<file path="src/rtl/extender_pkg.sv">
// -----------------------------------------------------------------------------
// extender_pkg
// Shared parameters for the immediate extender: default datapath width, the
// decoded instruction width and the immediate-format select encodings.
// Consumers: extender, extender_imm_decoder and the bench.
// -----------------------------------------------------------------------------
package extender_pkg;

   // Default datapath width; 32 and 64 are the supported values.
   localparam int XLEN_DEFAULT = 32;

   // Only the low 32 bits of an instruction word carry encoding information.
   localparam int INSTR_W = 32;

   // Immediate format select encodings.
   typedef enum logic [1:0] {
      I_TYPE_IMM = 2'b00,
      S_TYPE_IMM = 2'b01,
      B_TYPE_IMM = 2'b10,
      U_TYPE_IMM = 2'b11
   } imm_type_e;

endpackage : extender_pkg

</file>
<file path="src/rtl/extender_imm_decoder.sv">
// -----------------------------------------------------------------------------
// extender_imm_decoder
// Selects the immediate field of a 32-bit instruction according to the format
// select and sign-extends it to XLEN bits. Purely combinational.
// Ports:
//   instr    in  [31:0]      instruction bits to decode
//   imm_type in  [1:0]       immediate format select (imm_type_e)
//   ext_imm  out [XLEN-1:0]  sign-extended immediate
// -----------------------------------------------------------------------------
module extender_imm_decoder
   import extender_pkg::*;
#(
   parameter int XLEN = XLEN_DEFAULT
) (
   input  logic [INSTR_W-1:0] instr,
   input  logic [1:0]         imm_type,
   output logic [XLEN-1:0]    ext_imm
);

   logic [INSTR_W-1:0] imm32_s;
   // The opcode field never contributes to an immediate.
   logic [6:0]         unused_opcode_s;

   assign unused_opcode_s = instr[6:0];

   // Assemble the 32-bit immediate for the selected format.
   always_comb begin
      imm32_s = 32'h0000_0000;
      case (imm_type_e'(imm_type))
         I_TYPE_IMM: imm32_s = {{20{instr[31]}}, instr[31:20]};
         S_TYPE_IMM: imm32_s = {{20{instr[31]}}, instr[31:25], instr[11:7]};
         B_TYPE_IMM: imm32_s = {{19{instr[31]}}, instr[31], instr[7],
                                instr[30:25], instr[11:8], 1'b0};
         U_TYPE_IMM: imm32_s = {instr[31:12], 12'h000};
         default:    imm32_s = 32'h0000_0000;
      endcase
   end

   // Replicate the instruction sign bit above bit 31 (no-op when XLEN is 32).
   always_comb begin
      ext_imm        = {XLEN{instr[31]}};
      ext_imm[31:0]  = imm32_s;
   end

endmodule : extender_imm_decoder

</file>
<file path="src/rtl/extender.sv">
// -----------------------------------------------------------------------------
// extender
// Immediate sign extender: wraps extender_imm_decoder and optionally registers
// its result.
// Configuration macro: EXTENDER_REG_OUT_EN
//   defined   -> extendedImmQ is a flop loaded every rising clk edge, cleared
//                asynchronously while rst is high.
//   undefined -> extendedImmQ mirrors extendedImm; no flops, clk/rst unused.
// Ports:
//   clk          in  1         clock (registered build only)
//   rst          in  1         asynchronous active-high reset
//   instruction  in  XLEN      instruction word; only bits [31:0] decoded
//   immType      in  2         immediate format select (imm_type_e)
//   extendedImm  out XLEN      combinational sign-extended immediate
//   extendedImmQ out XLEN      registered (or mirrored) copy of extendedImm
// -----------------------------------------------------------------------------
module extender
   import extender_pkg::*;
#(
   parameter int XLEN = XLEN_DEFAULT
) (
   input  logic            clk,
   input  logic            rst,
   input  logic [XLEN-1:0] instruction,
   input  logic [1:0]      immType,
   output logic [XLEN-1:0] extendedImm,
   output logic [XLEN-1:0] extendedImmQ
);

   // On a 64-bit datapath the upper instruction half is deliberately ignored.
   logic [XLEN-1:0] unused_instruction_s;

   assign unused_instruction_s = instruction;

   extender_imm_decoder #(
      .XLEN     (XLEN)
   ) u_imm_decoder (
      .instr    (instruction[INSTR_W-1:0]),
      .imm_type (immType),
      .ext_imm  (extendedImm)
   );

`ifdef EXTENDER_REG_OUT_EN
   logic [XLEN-1:0] extended_imm_d;
   logic [XLEN-1:0] extended_imm_q;

   // Next value of the output register is always the current immediate.
   always_comb begin
      extended_imm_d = extendedImm;
   end

   // Output register, cleared asynchronously by rst.
   always_ff @(posedge clk or posedge rst) begin
      if (rst) begin
         extended_imm_q <= {XLEN{1'b0}};
      end else begin
         extended_imm_q <= extended_imm_d;
      end
   end

   assign extendedImmQ = extended_imm_q;
`else
   // Without the register option the clock and reset have no loads.
   logic [1:0] unused_clk_rst_s;

   assign unused_clk_rst_s = {clk, rst};
   assign extendedImmQ     = extendedImm;
`endif

endmodule : extender

</file>
<file path="config.mk">
export PLATFORM = sky130hd
export DESIGN_NAME = extender
export DESIGN_NICKNAME = d
export VERILOG_FILES = /design/src/rtl/extender_pkg.sv /design/src/rtl/extender_imm_decoder.sv /design/src/rtl/extender.sv
export SDC_FILE = /design/constraint.sdc
export NUM_CORES = 1
export LEC_CHECK = 0
export ABC_AREA = 1
export ABC_CLOCK_PERIOD_IN_PS = 800
export CORE_ASPECT_RATIO = 1.5
export CORE_MARGIN = 4
export CORE_UTILIZATION = 21
export DETAILED_ROUTE_END_ITERATION = 7
export MAX_ROUTING_LAYER = met4
export PLACE_DENSITY = 0.87
export SLEW_MARGIN = 20
export SYNTH_ARGS = -nofsm -noshare
export SYNTH_HDL_FRONTEND = slang
export SYNTH_SLANG_ARGS = --single-unit
</file>
<file path="constraint.sdc">
create_clock -name vclk -period 0.8
set_input_delay 0.12 -clock vclk [all_inputs]
set_output_delay 0.12 -clock vclk [all_outputs]
set_load 0.03 [all_outputs]
</file>
==> reports/results.ini <==
[run_status]
run_status = finished with violations
violations = setup timing

[pwr]
ir_drop_mv = 0.619
swShare_pct = 56.9
p_seq_share_pct = 0
power.internal_uw = 743
p_per_area_nw_per_um2 = 957
p_comb_share_pct = 100.0
power_frac_clock_pct = 0
leakage_uw = 0.000876
switchingPower_uw = 981

[sta]
rsz0062_at_grt = true
min_period_ps = 947
worst_slew_pin_slew_ps = 145
max-slew-margin-rel_pct = 90.3
hold_viol_final = 0
setup_slack_ps = -147
finalSetupViolCount = 58
fin_crit_sh_pct = 118
timing.setup.tns_ps = -6410
drv_slew = 0
timing.fmax_mhz = 1060

[placement]
dp_cells = 210
gp_congestion = 0.694
dp.final_hpwl_um = 2140
portBuffers = 91

[route]
drc = 0
drtIter0Drc = 8
antenna_left = 0
dr.pass1.iters = 4
num_vias = 891
wl_per_cell_um = 13.4
via_per_inst = 4.22
finalWirelength_um = 2820

[critical_path]
cp.depth = 6
cp_slowest_cell = nor2_4
startpoint = immType[1]
endpoint = extendedImm[3]
crit_fanout = 7
path_cells = buf_8 -> buf_8 -> nor2_4 -> nand2_1 -> nand3_2 -> buf_6
critical_path_required_ps = 680
crit_type = input port to output port
startpoint_type = input port
worstSetupEndpointType = output port
critPathArrivalTime_ps = 830
cp_num_buf_inv = 3
cpPeakStageDelay_ps = 150
crit_path_frequent_cell = buf_8
crit_family = buffers and inverters

[logic_synthesis]
syn_inst = 109
avgSynthCellArea_um2 = 5.66
synth_top_area_share_pct = 40.2
yosysUniqueCellTypes = 10
yosysSeqAreaShare_pct = 0
syn-cell-area_um2 = 617
ys_warn_count = 0
synth_top_cell_by_area = buf_4
synthTopCellsByArea = buf_4 (40%), nand2_1 (21%), nand3_1 (11%)
synth_nets = 145

[global_routing]
overflow = 0
grt_usage_pct = 15.0
grt_pass1_wl_um = 4500
grt_max_degree = 18
grt_pass1_vias = 1012
antenna_found_initial = 0

[finish]
final_core_util_pct = 65.9
diodes = 0
area_growth_pct = 192
stdcell_count = 211
final_cell_mix = buf_6 (65), dlygate4sd2_1 (24), nand2_4 (13)
drive_above_1_share_pct = 76.4
nFlopsAndLatches = 0
seq_area_um2 = 0
num-fill-cells = 240
clockBufferCount = 0
final_common_cell = buf_6
nNetsFinal = 212

[floorplanning]
io_pins = 100
die_w_um = 52.3
die_h_um = 74.4
dieArea_um2 = 3890
start_util_pct = 22.6
num_rows = 23
core_area_um2 = 2730

[hold_path]
hold_class = input port to output port

[flow_run]
maxCapViolCount = 0

==> final cells by class <==
class,count,area (um^2),share of cell area [%]
multi-input cells,63,591,32.8
well taps,37,46.3,2.57
repair buffers,102,1110,61.8
inverters,9,51.3,2.85
==> cells by family (layout without fill, tap and decap cells) <==
group                  after synthesis  count (layout)  share of synthesized area (%)
buffers and inverters               46             111                           53.8
and+or+nand+nor                     57              57                           41.4
AOI/OAI and AO/OA                    6               6                           4.87
==> timing repair <==
item | 4_1_cts | 5_1_grt
endpoints found under the setup margin | 64 | 62
endpoints found under the hold margin | 0 | 0
pin swaps | 44 | 14
setup buffers | 1 | 0
gates resized for setup | 145 | 4
hold buffers | 0 | 0
==> per-stage QoR <==
stage | hold WS, ps | setup WS (ps) | power, uW | area, um^2
2_1_floorplan | 372 | -256 | 1090 | 895
3_3_place_gp | 939 | -764 | 1450 | 1420
3_5_place_dp | 941 | -788 | 1460 | 1420
4_1_cts | 664 | -161 | 1720 | 1790
5_1_grt | 687 | -201 | 1810 | 1800
6_report | 665 | -147 | 1720 | 1800
==> how the worst min path moves through the flow <==
stage / start / endpoint / depth (start not counted)
finish: instruction[31] / extendedImm[31] / 3
CTS: instruction[31] / extendedImm[31] / 3
global route: instruction[31] / extendedImm[31] / 3
floorplan: instruction[31] / extendedImmQ[31] / 1
global placement: instruction[16] / extendedImm[16] / 4
detailed placement: instruction[15] / extendedImmQ[15] / 4
==> power groups by stage <==
stage | Sequential (uW) | Clock [uW] | Combinational, uW
after floorplan | 0 | 0 | 1090
after CTS | 0 | 0 | 1720
after global placement | 0 | 0 | 1450
after detailed placement | 0 | 0 | 1460
after global routing | 0 | 0 | 1810
final | 0 | 0 | 1720
==> routing by layer <==
metal | track usage, % | vias up | routed length (um)
li1 | - | 436 | -
met1 | 17.0 | 396 | 804
met2 | 28.7 | 57 | 1670
met3 | 2.20 | 2 | 317
met4 | 0.852 | 0 | 28
met5 | - | - | 0
==> cell usage after synthesis (all sizes together) <==
master  instances
nand2          36
nor2            7
inv             9
buf            37
o21ai           6
nand3          14
No activity file was read; power rests on OpenSTA's default activity.
